$ cat config.mk
export PLATFORM = sky130hd
export DESIGN_NAME = vga_timing_gen
export DESIGN_NICKNAME = d
export VERILOG_FILES = /design/src/rtl/vga_timing_gen.sv
export SDC_FILE = /design/constraint.sdc
export NUM_CORES = 1
export LEC_CHECK = 0
export ABC_AREA = 1
export CAP_MARGIN = 10
export CORE_MARGIN = 8
export CORE_UTILIZATION = 45
export CTS_CLUSTER_SIZE = 28
export DETAILED_ROUTE_END_ITERATION = 12
export PLACE_DENSITY = 0.67
export SLEW_MARGIN = 0
export SYNTH_ARGS = -nofsm -noshare
export SYNTH_HDL_FRONTEND = slang
export SYNTH_SLANG_ARGS = --single-unit
$ cat constraint.sdc
create_clock -name clk -period 2.5 [get_ports clk]
set_input_delay 0.375 -clock clk [delete_from_list [all_inputs] [get_ports clk]]
set_output_delay 0.375 -clock clk [all_outputs]
set_load 0.1 [all_outputs]
$ cat src/rtl/vga_timing_gen.sv
// vga_timing_gen: parametrised VGA sync/timing generator with pixel-tick divider
// Ports:
//   clk        system clock
//   reset      synchronous active-high reset
//   en         run enable; 0 freezes divider, counters and outputs
//   pixTick    combinational strobe, counters advance on the following edge
//   hSync      horizontal sync at HS_POL level during the sync region
//   vSync      vertical sync at VS_POL level during the sync lines
//   active     pixel inside the visible area
//   x, y       pixel coordinates when active, else 0
//   lineStart  one-clk pulse when outputs first show hCnt==0
//   frameStart one-clk pulse when outputs first show hCnt==0, vCnt==0
module vga_timing_gen #(
   parameter int   CLK_DIV  = 4,
   parameter int   H_ACTIVE = 640,
   parameter int   H_FP     = 16,
   parameter int   H_SYNC   = 96,
   parameter int   H_BP     = 48,
   parameter int   V_ACTIVE = 480,
   parameter int   V_FP     = 10,
   parameter int   V_SYNC   = 2,
   parameter int   V_BP     = 33,
   parameter logic HS_POL   = 1'b0,
   parameter logic VS_POL   = 1'b0,
   parameter int   X_W      = 10,
   parameter int   Y_W      = 10
) (
   input  logic           clk,
   input  logic           reset,
   input  logic           en,
   output logic           pixTick,
   output logic           hSync,
   output logic           vSync,
   output logic           active,
   output logic [X_W-1:0] x,
   output logic [Y_W-1:0] y,
   output logic           lineStart,
   output logic           frameStart
);
   localparam int H_TOTAL = H_ACTIVE + H_FP + H_SYNC + H_BP;
   localparam int V_TOTAL = V_ACTIVE + V_FP + V_SYNC + V_BP;
   localparam int DW = (CLK_DIV > 1) ? $clog2(CLK_DIV) : 1;
   localparam logic [DW-1:0] DIV_LAST = DW'(CLK_DIV - 1);
   localparam logic [X_W-1:0] H_LAST = X_W'(H_TOTAL - 1);
   localparam logic [Y_W-1:0] V_LAST = Y_W'(V_TOTAL - 1);
   if (CLK_DIV < 1) begin : g_bad_div
      $error("vga_timing_gen: CLK_DIV must be >= 1");
   end
   if (H_SYNC < 1 || V_SYNC < 1) begin : g_bad_sync
      $error("vga_timing_gen: sync widths must be >= 1");
   end
   if ((2 ** X_W) < H_TOTAL || (2 ** Y_W) < V_TOTAL) begin : g_bad_width
      $error("vga_timing_gen: coordinate width too small for total line/frame size");
   end
   logic [DW-1:0]  div;
   logic [X_W-1:0] h;
   logic [Y_W-1:0] v;
   // set by the edge that moved the counters, so the next registered decode can strobe
   logic fresh;
   logic act_n, hs_n, vs_n;
   assign pixTick = en && div == DIV_LAST;
   always_comb begin
      act_n = int'(h) < H_ACTIVE && int'(v) < V_ACTIVE;
      hs_n  = int'(h) >= H_ACTIVE + H_FP && int'(h) < H_ACTIVE + H_FP + H_SYNC;
      vs_n  = int'(v) >= V_ACTIVE + V_FP && int'(v) < V_ACTIVE + V_FP + V_SYNC;
   end
   always_ff @(posedge clk) begin
      if (reset) begin
         div        <= '0;
         h          <= '0;
         v          <= '0;
         fresh      <= 1'b1;
         hSync      <= ~HS_POL;
         vSync      <= ~VS_POL;
         active     <= 1'b0;
         x          <= '0;
         y          <= '0;
         lineStart  <= 1'b0;
         frameStart <= 1'b0;
      end else if (en) begin
         div <= pixTick ? '0 : div + 1'b1;
         if (pixTick) begin
            h <= (h == H_LAST) ? '0 : h + 1'b1;
            if (h == H_LAST) v <= (v == V_LAST) ? '0 : v + 1'b1;
         end
         fresh      <= pixTick;
         hSync      <= hs_n ? HS_POL : ~HS_POL;
         vSync      <= vs_n ? VS_POL : ~VS_POL;
         active     <= act_n;
         x          <= act_n ? h : '0;
         y          <= act_n ? v : '0;
         lineStart  <= fresh && h == '0;
         frameStart <= fresh && h == '0 && v == '0;
      end else begin
         lineStart  <= 1'b0;
         frameStart <= 1'b0;
      end
   end
endmodule

==> impl_metrics.env, run 1 <==
export IMPL_outcome="finished, final reports clean"
export IMPL_cts_root_buf="clkbuf_8"
export IMPL_placedInstanceArea_mm2=0.00247
export IMPL_design_area_mm2=0.00257
export IMPL_initial_core_util=0.465
export IMPL_vias=1963
export IMPL_crit_chain="clkdlybuf4s50_1 -> nand2_2 -> inv_2 -> buf_12"
export IMPL_wl_per_cell_um=13.2
export IMPL_required_ns=2.12
export IMPL_crit_type="input pin to output pin"
export IMPL_crit_slowest_cell="clkdlybuf4s50_1"
export IMPL_core_area_mm2=0.00472
export IMPL_synth_yosys_warnings=0
export IMPL_grt_max_degree=20
export IMPL_max_cap_violations=0
export IMPL_cp_end_kind="output pin"
export IMPL_power_density_mw_per_mm2=546
export IMPL_area_growth_pct=17.2
export IMPL_syn_num_nets=316
export IMPL_max_freq_mhz=528
export IMPL_route_detailed_drc=0
export IMPL_cts_setup_buffers=0
export IMPL_syn_instance_count=308
export IMPL_numCtsBuffers=5
export IMPL_clock_path_buffers=2
export IMPL_fin_tns_setup_ns=0
export IMPL_portBuffers=28
export IMPL_critPathArrivalTime_ns=1.52
export IMPL_drive_above_1_share=0.149
export IMPL_setup_viol=0
export IMPL_ioPinCount=29
export IMPL_core_rowCount=25
export IMPL_n_antenna_cell=0
export IMPL_crit_path_start_kind="input pin"
export IMPL_netlist_area_mm2=0.00220
export IMPL_fin_crit_sh=0.758
export IMPL_ys_seq_area_frac=0.437
export IMPL_hold_buffers=0
export IMPL_pre_cts_ws_ns=0.435
export IMPL_synth_area_per_cell_um2=7.13
export IMPL_finalCriticalPeriod_ns=1.89
export IMPL_gr_usage_all_layers=0.154
export IMPL_ir_drop_mv=0.382
export IMPL_first_pass_iters=4
export IMPL_avgViaCountPerCell=4.88
export IMPL_fin_util=0.545
export IMPL_ys_seq_elements=48
export IMPL_numClockSinks=48
export IMPL_regArea_um2=961
export IMPL_clk_pin_slew_worst_paths_ns=0.08
export IMPL_grt_pass1_vias=1835
export IMPL_tightestPinTransition_ns=0.533
export IMPL_final_max_slew_viol_count=0
export IMPL_ant_nets=0
export IMPL_antenna_found_initial=0
export IMPL_cts_resized=0
export IMPL_ctsHtreeMaxLevel=2
export IMPL_grt_ovfl_total=0
export IMPL_synth_cell_types=28
export IMPL_fill_cells=480
export IMPL_total_power_mw=1.40
export IMPL_place_congestion=0.897
export IMPL_wirelength_um=5290
export IMPL_rsz0062_at_grt="false"
export IMPL_hold_viol_final=0
export IMPL_dieWidth_um=85.9
export IMPL_die_area_mm2=0.00737
export IMPL_fin_skew_ns=0.00372
export IMPL_cts_tree="yes"
export IMPL_slew_headroom=0.644
export IMPL_dpl_hpwl_um=4130
export IMPL_dr_first_iter_drc_count=173
export IMPL_grt_pass1_wl_um=9100
export IMPL_fin_ws_ns=0.606
export IMPL_max_stage_delay_ns=0.62
export IMPL_multi_input_area_mm2=0.00105
export IMPL_clk_latency_ns=0.30
export IMPL_path_max_fanout=6
export IMPL_p_leak_nw=1.05
export IMPL_nNetsFinal=342
export IMPL_die_height_um=85.9
export IMPL_hold_path_class="flip-flop to flip-flop"
[worst max-delay path, delay by kind of cell]
family	cells	cell delay (ns)
buf+inv	3	0.98
simple gates	1	0.15
[registers in the layout, indices dropped and copies added, names as in the netlist]
name        flops
active          1
div             2
frameStart      1
fresh           1
h              10
hSync           1
lineStart       1
v              10
vSync           1
x              10
y              10
[final cells by class]
class,instances,share of cell area
timing repair buffer,30,0.0943
sequential,48,0.373
tap,67,0.0326
clock buffer,6,0.0282
inverter,35,0.0510
clock inverter,2,0.0136
multi-input combinational,214,0.407
[per-stage QoR]
stage | cells | hold slack, ns
finish | 402 | 0.457
global route | 402 | 0.479
detailed placement | 394 | 0.447
floorplan | 308 | 0.427
global placement | 394 | 0.444
CTS | 402 | 0.459
[worst paths after layout]
path,startpoint,to,slack (ns),depth (start not counted)
min reg2reg,fresh,fresh,0.46,2
max reg2reg,div[0],v[3],0.88,8
max,en,pixTick,0.61,4
min,fresh,fresh,0.46,2
[cell usage after synthesis]
| master | count | area, µm² |
|---|---|---|
| inv_1 | 32 | 120 |
| o21ai_0 | 13 | 65.1 |
| a22o_1 | 1 | 8.76 |
| nand2_2 | 2 | 12.5 |
| nand3_4 | 1 | 17.5 |
| nor3_1 | 8 | 40.0 |
| a31oi_1 | 1 | 6.26 |
| or2_2 | 2 | 12.5 |
| o22a_1 | 1 | 8.76 |
| nor2_2 | 5 | 31.3 |
| o21ai_2 | 2 | 17.5 |
| buf_2 | 6 | 30.0 |
| and3_1 | 1 | 6.26 |
| xor2_1 | 4 | 35.0 |
| o22ai_1 | 1 | 6.26 |
| nand4_1 | 6 | 37.5 |
| dfxtp_1 | 48 | 961 |
| buf_6 | 1 | 11.3 |
| nand2_1 | 76 | 285 |
| nor2_1 | 30 | 113 |
| nand3_1 | 32 | 160 |
| o21ai_1 | 1 | 5.00 |
| nor3b_1 | 2 | 15.0 |
| inv_2 | 3 | 11.3 |
| clkbuf_1 | 4 | 15.0 |
| ha_1 | 5 | 62.6 |
| a21oi_1 | 19 | 95.1 |
| nand3b_1 | 1 | 7.51 |
[metal layers]
metal / global-route usage / share of wire / vias up
met3: 0.0420 / 0.055 / 2
met5: 0 / 0 / -
li1: - / - / 1037
met1: 0.214 / 0.50 / 883
met2: 0.220 / 0.44 / 41
met4: 0.0557 / 0.0064 / 0
[layout by cell type (no fill, tap or decap)]
cell / synthesis / routed
clkinv_2: 0 / 1
nand4_1: 6 / 6
a22o_1: 1 / 1
nor2_2: 5 / 5
o22a_1: 1 / 1
nor2_1: 30 / 30
or2_2: 2 / 2
and3_1: 1 / 1
nor3_1: 8 / 8
nand2_1: 76 / 76
a31oi_1: 1 / 1
o21ai_0: 13 / 13
nor3b_1: 2 / 2
buf_4: 0 / 27
o21ai_2: 2 / 2
nand3b_1: 1 / 1
o21ai_1: 1 / 1
inv_1: 32 / 32
clkdlybuf4s50_1: 0 / 2
nand3_4: 1 / 1
clkbuf_8: 0 / 5
o22ai_1: 1 / 1
a21oi_1: 19 / 19
ha_1: 5 / 5
xor2_1: 4 / 4
clkbuf_1: 4 / 1
bufinv_16: 0 / 1
inv_2: 3 / 3
buf_12: 0 / 1
nand3_1: 32 / 32
nand2_2: 2 / 2
dfxtp_1: 48 / 48
[cells by family after synthesis]
logic type,synth area share
adders and majority gates,0.0285
buffers and inverters,0.0854
and+or+nand+nor,0.336
xor gates and xnor gates,0.0159
DFF,0.437
AOI/OAI and AO/OA,0.0968
[report_power, final]
group	switching [mW]	internal, mW	total (mW)
clock network	0.254	0.297	0.551
logic	0.0608	0.0186	0.0794
registers	0.00381	0.771	0.775
Power figures use the tool's default switching activity.
==> run 2, diff against run 1 <==
- PLACE_DENSITY: 0.67 -> 0.7
- clock period: 2.5 -> 1.65 ns (I/O delays scaled with it)
==> run 2 against run 1 <==
Effect of this change: power increased by 64%; highest routed layer unchanged; sequential share of layout area fell by 5.7 points; flip-flop and latch count is the same; largest cell class unchanged; via count is 7.6% higher.
==> impl_metrics.env, run 2 (synthesis results as in run 1) <==
export IMPL_dr_first_iter_drc_count=94
export IMPL_path_max_fanout=5
export IMPL_pre_cts_ws_ns=-0.0257
export IMPL_hold_buffers=0
export IMPL_fin_skew_ns=0.00286
export IMPL_die_area_mm2=0.00737
export IMPL_die_height_um=85.9
export IMPL_fin_crit_sh=0.974
export IMPL_hold_viol_final=0
export IMPL_area_growth_pct=38.7
export IMPL_core_rowCount=25
export IMPL_place_congestion=0.943
export IMPL_initial_core_util=0.465
export IMPL_cts_root_buf="clkbuf_8"
export IMPL_grt_ovfl_total=0
export IMPL_dieWidth_um=85.9
export IMPL_crit_path_start_kind="input pin"
export IMPL_rsz0062_at_grt="false"
export IMPL_portBuffers=28
export IMPL_crit_chain="clkdlybuf4s50_1 -> nand2_4 -> inv_2 -> buf_4 -> buf_12"
export IMPL_crit_type="input pin to output pin"
export IMPL_clk_pin_slew_worst_paths_ns=0.08
export IMPL_ctsHtreeMaxLevel=2
export IMPL_vias=2112
export IMPL_slew_headroom=0.768
export IMPL_first_pass_iters=4
export IMPL_final_cell_mix="76 x nand2_1, 46 x dfxtp_1, 32 x inv_1, 32 x nand3_1, 30 x nor2_1"
export IMPL_crit_slowest_cell="clkdlybuf4s50_1"
export IMPL_fin_tns_setup_ns=0
export IMPL_numCtsBuffers=5
export IMPL_clk_latency_ns=0.30
export IMPL_route_detailed_drc=0
export IMPL_power_density_mw_per_mm2=754
export IMPL_design_area_mm2=0.00305
export IMPL_ant_nets=0
export IMPL_numClockSinks=48
export IMPL_hold_path_class="flip-flop to flip-flop"
export IMPL_grt_pass1_wl_um=9520
export IMPL_setup_viol=0
export IMPL_outcome="finished, final reports clean"
export IMPL_drive_above_1_share=0.195
export IMPL_wirelength_um=5560
export IMPL_gr_usage_all_layers=0.159
export IMPL_crit_buf_inv=4
export IMPL_cts_tree="yes"
export IMPL_core_area_mm2=0.00472
export IMPL_finalCriticalPeriod_ns=1.61
export IMPL_clock_path_buffers=2
export IMPL_nNetsFinal=357
export IMPL_ir_drop_mv=0.580
export IMPL_mostFrequentLayoutCell="nand2_1"
export IMPL_p_leak_nw=1.21
export IMPL_cp_end_kind="output pin"
export IMPL_n_antenna_cell=0
export IMPL_required_ns=1.40
export IMPL_grt_pass1_vias=2031
export IMPL_path_delay_family="buffers and inverters"
export IMPL_ioPinCount=29
export IMPL_max_freq_mhz=622
export IMPL_avgViaCountPerCell=5.08
export IMPL_wl_per_cell_um=13.4
export IMPL_max_stage_delay_ns=0.59
export IMPL_antenna_found_initial=0
export IMPL_cts_setup_buffers=0
export IMPL_fin_ws_ns=0.0432
export IMPL_cts_resized=2
export IMPL_final_max_slew_viol_count=0
export IMPL_dpl_hpwl_um=4430
export IMPL_max_cap_violations=0
export IMPL_placedInstanceArea_mm2=0.00289
export IMPL_grt_max_degree=18
export IMPL_tightestPinTransition_ns=0.347
export IMPL_critPathArrivalTime_ns=1.36
-- run 2: power breakdown --
group | internal (mW) | switching, mW
registers | 1.17 | 0.0101
clock network | 0.596 | 0.372
logic | 0.0551 | 0.0957
-- run 2: worst paths after layout --
| check | cells after the start | from | slack, ns | to |
|---|---|---|---|---|
| min | 2 | fresh | 0.46 | fresh |
| min reg2reg | 2 | fresh | 0.46 | fresh |
| max reg2reg | 8 | h[1] | 0.17 | v[6] |
| max | 5 | en | 0.04 | pixTick |
-- run 2: per-stage QoR --
step / std cells / util / power (mW) / hold WS [ns]
final: 416 / 0.645 / 2.30 / 0.465
after global routing: 416 / 0.645 / 2.39 / 0.510
after CTS: 416 / 0.641 / 2.32 / 0.464
after detailed placement: 409 / 0.612 / 1.35 / 0.449
after global placement: 409 / 0.612 / 1.35 / 0.445
after floorplan: 308 / - / 1.29 / 0.320
-- run 2: worst min-delay path, stage by stage (launching register included) --
cell and delay [ns]:
dfxtp_1 0.32, nand2_1 0.06, nand2_1 0.05
-- run 2: cell type report --
type                       count  area [µm²]
clock buffer                   5        68.8
tap                           67        83.8
sequential                    48         963
inverter                      35         131
fill                         413        1680
multi-input combinational    214        1070
clock inverter                 2        60.1
timing repair buffer          45         668
-- run 2: per-layer routing --
layer,up-vias,part of all wire,global-route usage
met5,-,0,0
met3,9,0.076,0.0392
met2,66,0.45,0.249
li1,1069,-,-
met4,0,0.015,0.0637
met1,968,0.46,0.204
==> run 3, diff against run 2 <==
- CTS_BUF_LIST: unset -> sky130_fd_sc_hd__clkbuf_16
==> run 3 against run 2 <==
Effect of this change: critical path depth unchanged; final cell count unchanged; combinational power about the same; clock-buffer cell count unchanged; sequential power about the same; largest cell class unchanged.
==> impl_metrics.env, run 3 (synthesis results as in run 1) <==
export IMPL_slew_headroom=0.760
export IMPL_ioPinCount=29
export IMPL_pre_cts_ws_ns=-0.0257
export IMPL_fin_util=0.652
export IMPL_die_height_um=85.9
export IMPL_dr_first_iter_drc_count=150
export IMPL_final_cells=416
export IMPL_setup_viol=0
export IMPL_initial_core_util=0.465
export IMPL_placedInstanceArea_mm2=0.00289
export IMPL_antenna_found_initial=0
export IMPL_critPathCapture="pixTick"
export IMPL_ant_nets=0
export IMPL_fin_crit_sh=0.976
export IMPL_core_area_mm2=0.00472
export IMPL_reg2reg_to="v[4]"
export IMPL_dpl_hpwl_um=4430
export IMPL_avgViaCountPerCell=5.13
export IMPL_portBuffers=28
export IMPL_vias=2135
export IMPL_core_rowCount=25
export IMPL_cts_setup_buffers=0
export IMPL_wl_per_cell_um=13.9
export IMPL_cts_root_buf="clkbuf_16"
export IMPL_ctsHtreeMaxLevel=2
export IMPL_place_congestion=0.943
export IMPL_fin_tns_setup_ns=0
export IMPL_power_density_mw_per_mm2=842
export IMPL_nNetsFinal=357
export IMPL_area_growth_pct=40.3
export IMPL_r2r_cells=7
export IMPL_numClockSinks=48
export IMPL_drive_above_1_share=0.192
export IMPL_ir_drop_mv=0.667
export IMPL_first_pass_iters=5
export IMPL_p_leak_nw=1.23
export IMPL_p_comb_frac=0.058
export IMPL_max_freq_mhz=621
export IMPL_tightestPinTransition_ns=0.358
export IMPL_route_detailed_drc=0
export IMPL_grt_pass1_wl_um=9700
export IMPL_numCtsBuffers=5
export IMPL_worstReg2RegStart="h[1]"
export IMPL_grt_max_degree=18
export IMPL_crit_path_start_kind="flip-flop"
export IMPL_place_inst=409
export IMPL_wirelength_um=5780
export IMPL_crit_start="div[1]"
export IMPL_gr_usage_all_layers=0.163
export IMPL_clk_pin_slew_worst_paths_ns=0.06
export IMPL_dieWidth_um=85.9
export IMPL_finalCriticalPeriod_ns=1.61
export IMPL_rsz0062_at_grt="true"
export IMPL_seq_power_share=0.454
export IMPL_cp_end_kind="output pin"
export IMPL_max_cap_violations=0
export IMPL_clock_path_buffers=2
export IMPL_final_max_slew_viol_count=0
export IMPL_final_cell_mix="76 x nand2_1, 47 x dfxtp_1, 32 x inv_1, 32 x nand3_1, 30 x nor2_1"
export IMPL_path_max_fanout=5
export IMPL_mostFrequentLayoutCell="nand2_1"
export IMPL_required_ns=1.40
export IMPL_outcome="finished, final reports clean"
export IMPL_clk_latency_ns=0.28
export IMPL_die_area_mm2=0.00737
export IMPL_r2r_slack_ns=0.11
export IMPL_crit_type="flip-flop to output pin"
export IMPL_netSwitchingPower_mw=0.512
export IMPL_hold_viol_final=0
export IMPL_hold_path_class="flip-flop to flip-flop"
export IMPL_grt_ovfl_total=0
export IMPL_p_clk_frac=0.488
export IMPL_p_int_mw=2.08
export IMPL_fin_ws_ns=0.0398
export IMPL_grt_pass1_vias=2070
export IMPL_switching_share=0.197
export IMPL_cts_tree="yes"
export IMPL_n_antenna_cell=0
export IMPL_fin_skew_ns=0.00336
export IMPL_total_power_mw=2.59
export IMPL_design_area_mm2=0.00308
export IMPL_critPathArrivalTime_ns=1.36
export IMPL_whs_ns=0.462
run 3: repair_timing:
| item | in CTS | in global routing |
|---|---|---|
| endpoints found under the setup margin | 0 | 4 |
| hold buffers | 0 | 0 |
| resized for setup | 0 | 2 |
run 3: layer usage:
layer  share of wire  GRT usage  wire, µm
met5               0          0         0
met3           0.085     0.0439       492
met2            0.46      0.264      2630
met4           0.022     0.0573       127
met1            0.44      0.203      2530
run 3: final cells by class:
cell class / count / area, µm²
clock buffers: 5 / 125
clock inverters: 2 / 60.1
fillers: 407 / 1640
inverters: 35 / 131
multi-input cells: 214 / 1050
flip-flops and latches: 48 / 962
well taps: 67 / 83.8
repair buffers: 45 / 668
run 3: how the worst min path moves through the flow:
stage,slack (ns),startpoint,to,cells after the start
after detailed placement,0.45,fresh,fresh,2
after floorplan,0.32,en,y[9],1
final,0.46,fresh,fresh,2
after global placement,0.45,fresh,fresh,2
after CTS,0.46,fresh,fresh,2
after global routing,0.49,div[0],div[0],2
run 3: power groups by stage:
| stage | Clock [mW] | Sequential, mW | Combinational (mW) |
|---|---|---|---|
| after floorplan | 0 | 1.24 | 0.0506 |
| after global placement | 0 | 1.20 | 0.146 |
| after detailed placement | 0 | 1.20 | 0.148 |
| after CTS | 1.28 | 1.18 | 0.149 |
| after global routing | 1.34 | 1.18 | 0.159 |
| final | 1.27 | 1.18 | 0.150 |
run 3: worst max-delay path: stages, from the launching register on:
cell and delay (ns):
dfxtp_1 0.35, ha_2 0.21, nand2_2 0.11, inv_2 0.10, buf_4 0.15, buf_12 0.17
